==> config.mk <==
export PLATFORM = sky130hd
export DESIGN_NAME = dmem_arbiter
export DESIGN_NICKNAME = d
export VERILOG_FILES = /design/src/rtl/dmem_arbiter.sv
export SDC_FILE = /design/constraint.sdc
export NUM_CORES = 1
export LEC_CHECK = 0
export BUFFER_PORTS_ARGS = -buffer_cell sky130_fd_sc_hd__buf_4
export CAP_MARGIN = 20
export CORE_AREA = 10 10 109 111
export DETAILED_ROUTE_END_ITERATION = 10
export DIE_AREA = 0 0 119 121
export GPL_TIMING_DRIVEN = 0
export MAX_ROUTING_LAYER = met4
export PLACE_DENSITY = 0.55
export SLEW_MARGIN = 15
export SYNTH_ARGS = -nofsm -noshare
export SYNTH_HDL_FRONTEND = slang
export SYNTH_SLANG_ARGS = --single-unit
==> constraint.sdc <==
create_clock -name clk -period 5.7 [get_ports clk]
set_clock_uncertainty 0.05 [all_clocks]
set_input_delay 1.14 -clock clk [delete_from_list [all_inputs] [get_ports clk]]
set_output_delay 1.14 -clock clk [all_outputs]
set_load 0.02 [all_outputs]
==> src/rtl/dmem_arbiter.sv <==
// dmem_arbiter: arbitrates one synchronous data-memory port between the core MEM stage and an aux master.
// Optional statistics counters are built when DMEM_ARB_STATS_EN is defined.
`default_nettype none

module dmem_arbiter #(
  parameter int unsigned AW           = 32,
  parameter int unsigned DW           = 32,
  parameter int unsigned STARVE_LIMIT = 4
) (
  input  logic          clk,
  input  logic          rst,
`ifdef DMEM_ARB_STATS_EN
  output logic [31:0]   stat_conflicts,
  output logic [31:0]   stat_core_stalls,
  output logic [31:0]   stat_aux_grants,
`endif
  input  logic          core_req,
  input  logic          core_we,
  input  logic [AW-1:0] core_addr,
  input  logic [DW-1:0] core_wdata,
  output logic          core_gnt,
  output logic          core_stall,
  output logic          core_rvalid,
  output logic [DW-1:0] core_rdata,
  input  logic          aux_req,
  input  logic          aux_we,
  input  logic          aux_lock,
  input  logic [AW-1:0] aux_addr,
  input  logic [DW-1:0] aux_wdata,
  output logic          aux_gnt,
  output logic          aux_rvalid,
  output logic [DW-1:0] aux_rdata,
  output logic          ram_wen,
  output logic          ram_ren,
  output logic [AW-1:0] ram_addr,
  output logic [DW-1:0] ram_wdata,
  input  logic [DW-1:0] ram_rdata
);

  localparam logic [3:0] c_LIMIT = 4'(STARVE_LIMIT);

  typedef enum logic [0:0] {
    ST_IDLE       = 1'b0,
    ST_AUX_LOCKED = 1'b1
  } state_t;

  typedef enum logic [1:0] {
    OWN_NONE = 2'd0,
    OWN_CORE = 2'd1,
    OWN_AUX  = 2'd2
  } owner_t;

  state_t     r_state;
  state_t     w_state_nxt;
  owner_t     r_rd_owner;
  owner_t     w_rd_owner_nxt;
  logic [3:0] r_starve_cnt;
  logic       w_core_gnt;
  logic       w_aux_gnt;
  logic       w_lock_hold;
  logic       w_we;

  // Arbitration; everything is forced idle while rst is high.
  always_comb begin
    w_core_gnt  = 1'b0;
    w_aux_gnt   = 1'b0;
    w_state_nxt = ST_IDLE;
    w_lock_hold = (r_state == ST_AUX_LOCKED) && aux_lock;
    if (!rst) begin
      if (w_lock_hold) begin
        w_aux_gnt = aux_req;
      end else begin
        w_aux_gnt  = aux_req && (!core_req || (r_starve_cnt == c_LIMIT));
        w_core_gnt = core_req && !w_aux_gnt;
      end
      if (w_lock_hold || (w_aux_gnt && aux_lock)) begin
        w_state_nxt = ST_AUX_LOCKED;
      end
    end
  end

  always_comb begin
    ram_addr       = '0;
    ram_wdata      = '0;
    w_we           = 1'b0;
    w_rd_owner_nxt = OWN_NONE;
    if (w_aux_gnt) begin
      ram_addr  = aux_addr;
      ram_wdata = aux_wdata;
      w_we      = aux_we;
      if (!aux_we) w_rd_owner_nxt = OWN_AUX;
    end else if (w_core_gnt) begin
      ram_addr  = core_addr;
      ram_wdata = core_wdata;
      w_we      = core_we;
      if (!core_we) w_rd_owner_nxt = OWN_CORE;
    end
  end

  assign ram_wen    = (w_aux_gnt || w_core_gnt) && w_we;
  assign ram_ren    = (w_aux_gnt || w_core_gnt) && !w_we;
  assign core_gnt   = w_core_gnt;
  assign aux_gnt    = w_aux_gnt;
  assign core_stall = core_req && !w_core_gnt && !rst;

  // Read data is steered by the owner captured when the read issued.
  assign core_rvalid = (r_rd_owner == OWN_CORE) && !rst;
  assign aux_rvalid  = (r_rd_owner == OWN_AUX) && !rst;
  assign core_rdata  = core_rvalid ? ram_rdata : '0;
  assign aux_rdata   = aux_rvalid ? ram_rdata : '0;

  always_ff @(posedge clk) begin
    if (rst) begin
      r_state      <= ST_IDLE;
      r_rd_owner   <= OWN_NONE;
      r_starve_cnt <= 4'd0;
    end else begin
      r_state    <= w_state_nxt;
      r_rd_owner <= w_rd_owner_nxt;
      if (w_aux_gnt) begin
        r_starve_cnt <= 4'd0;
      end else if (aux_req && (r_starve_cnt != c_LIMIT)) begin
        r_starve_cnt <= r_starve_cnt + 4'd1;
      end
    end
  end

`ifdef DMEM_ARB_STATS_EN
  logic [31:0] r_stat_conflicts;
  logic [31:0] r_stat_core_stalls;
  logic [31:0] r_stat_aux_grants;

  always_ff @(posedge clk) begin
    if (rst) begin
      r_stat_conflicts   <= '0;
      r_stat_core_stalls <= '0;
      r_stat_aux_grants  <= '0;
    end else begin
      if (core_req && aux_req && (r_stat_conflicts != '1)) begin
        r_stat_conflicts <= r_stat_conflicts + 32'd1;
      end
      if (core_stall && (r_stat_core_stalls != '1)) begin
        r_stat_core_stalls <= r_stat_core_stalls + 32'd1;
      end
      if (w_aux_gnt && (r_stat_aux_grants != '1)) begin
        r_stat_aux_grants <= r_stat_aux_grants + 32'd1;
      end
    end
  end

  assign stat_conflicts   = r_stat_conflicts;
  assign stat_core_stalls = r_stat_core_stalls;
  assign stat_aux_grants  = r_stat_aux_grants;
`endif

endmodule

`default_nettype wire

==> out/metrics.csv <==
metric,value,unit
synthSimpleGateAreaFrac,0.333,
io_buffers,301,
reg2reg_slack,4.16,ns
ys_types,32,
boundaryPins,302,
ys.warnings.count,0,
synth_top_family_by_area,compound AO/OA/AOI/OAI gates,
clk_pin_slew,0.04,ns
antenna_found_initial,0,
hold_depth,2,
async_reset_ff_frac,0,
ys.flop_type,dfxtp_1,
core-area,0.00964,mm²
startpoint_type,input port,
hold_buffers,0,
synth_mux_area_frac,0.0129,
drtAntennaViolNets,0,
grt_pass1_vias,2852,
finalWeightedCongestion,0.848,
maxSlewViolCount,0,
grt.overflow.total,0,
required,4.51,ns
setup_ws,1.65,ns
first_iter_violations,99,
cap_violations,0,
die_area,0.0144,mm²
status,finished clean,
worst_slew_pin_slew,0.622,ns
finalNetCount,672,
drt_wl_total,12800,µm
use_met1,0.175,
syn_inst,197,
cts_tree,yes,
synth-seq-area-share,0.0902,
track_usage,0.163,
hold_path.startpoint,r_starve_cnt[0],
fp-row-count,36,
cts.path.max_buffers,2,
synthXorXnorAreaFrac,0,
cts_root_buf,clkbuf_8,
num-fill-cells,1027,
reg2reg_from,r_starve_cnt[0],
synth_top_area_frac,0.366,
r2r-end,r_rd_owner[0],
synth_compound_area_frac,0.425,
insertedDiodeCount,0,
min_period,4.05,ns
drive_gt1_frac,0.631,
grt_util_met3,0.0289,
setup_tns,0,ns
rsz0062_at_grt,false,
area_growth_syn_to_layout,159,%
synthTopCellsByArea,"a22o_1, and2_1, dfxtp_1",
htreeDepth,1,
post_cts_resized,0,
whs_endpoint,r_starve_cnt[0],
vdd_ir_drop_max,0.0000768,V
slew_headroom,0.585,
cts_setup_buffers,0,
wl_per_cell,20.1,µm
grt_max_degree,11,
cp-startpoint,rst,
setup_viol,0,
grt_pass1_wl,18400,µm
die_h,121,µm
cp_max_fo,10,
whs,0.498,ns
syn_area,0.00155,mm²
first_pass_iters,4,
die_x,119,µm
synth_nets,366,
rr_worst_depth,5,
vias,2724,
synthAdderAreaFrac,0.0161,
grt_busiest_layer,met2,
period_share,0.711,
hp-class,flip-flop to flip-flop,
fmax,247,MHz
end_kind,output port,
netlist_top_cells_count,"a22o_1, and2_1, clkbuf_1",
p_leak,2.24,nW
power_per_cell_area,98.3,mW/mm²
dp_slack,1.63,ns
start_util,0.161,
dp_hpwl,11400,µm
drc,0,
clock_sinks,7,
dp.cells,631,
critPathKind,input port to output port,
syn_area_per_cell,7.89,µm²
via_per_inst,4.29,
ys_seq_elements,7,
finalHoldViolCount,0,
cts_made_buffers,3,
use_met2,0.310,
arrival,2.86,ns
worstSkewPairLatency,0.23,ns
synth_edf_count,0,
synth.most_common_cell,a22o_1,
fin_cells,635,
synth_top_area_cell,a22o_1,
## power breakdown
part	leakage (nW)	total, mW	internal, mW	switching [mW]
sequential	0.0569	0.0518	0.0506	0.00119
combinational	2.16	0.273	0.153	0.121
clock	0.0228	0.0705	0.0484	0.0221
total	2.24	0.395	0.252	0.144
## logic make-up (layout without fill, tap and decap cells)
| kind of cell | count (synthesis) | after routing |
|---|---|---|
| and+or+nand+nor | 83 | 83 |
| AOI/OAI and AO/OA | 77 | 77 |
| buffers and inverters | 26 | 331 |
| DFF | 7 | 7 |
| adders and majority gates | 2 | 2 |
| muxes | 2 | 2 |
## flip-flops by register name, indices dropped and copies added (netlist names)
signal        cells
r_state           1
r_starve_cnt      4
r_rd_owner        2
## final cells by class
type / count / area, µm² / area share
Multi-Input combinational cell: 164 / 1220 / 0.304
Buffer: 22 / 174 / 0.0432
Sequential cell: 7 / 140 / 0.0348
Tap cell: 133 / 166 / 0.0413
Inverter: 4 / 16.3 / 0.00404
Clock buffer: 4 / 45.0 / 0.0112
Timing Repair Buffer: 301 / 2260 / 0.561
## critical path, stage by stage
cell      delay [ns]
buf_4           0.11
nand2b_1        0.19
a21oi_1         0.28
clkbuf_1        0.46
buf_2           0.34
a22o_1          0.20
buf_4           0.14
## worst max-delay path by stage
stage / slack, ns / endpoint
after floorplan: 2.14 / aux_rdata[22]
after detailed placement: 1.63 / ram_wdata[3]
after CTS: 1.61 / ram_wdata[7]
after global routing: 1.49 / aux_rdata[22]
final: 1.65 / ram_wdata[7]
after global placement: 1.70 / ram_wdata[7]
## routing by layer
layer / routed length [µm] / vias to the layer above
met3: 677 / 12
met4: 155 / 0
met5: 0 / -
li1: - / 1350
met1: 4860 / 1230
met2: 7070 / 132
## metrics by stage
step                       util  area, µm²  total power [mW]
after CTS                 0.418       4030             0.401
after floorplan               -       1550             0.164
after global placement    0.413       3980             0.326
final                     0.418       4030             0.395
after detailed placement  0.413       3980             0.328
after global routing      0.418       4030             0.419
## placed cells by master (no fill, tap or decap), types with 2 or more instances in the layout
cell,count
nand4_1,2
nor2b_1,2
nor3_1,3
a21oi_1,3
buf_12,5
dfxtp_1,7
clkbuf_1,12
mux2i_1,2
a22o_1,65
and2_1,64
clkbuf_8,3
nor2_1,3
inv_1,3
ha_1,2
buf_4,302
buf_2,5
nor3b_1,3
No activity file was read; power rests on OpenSTA's default activity.
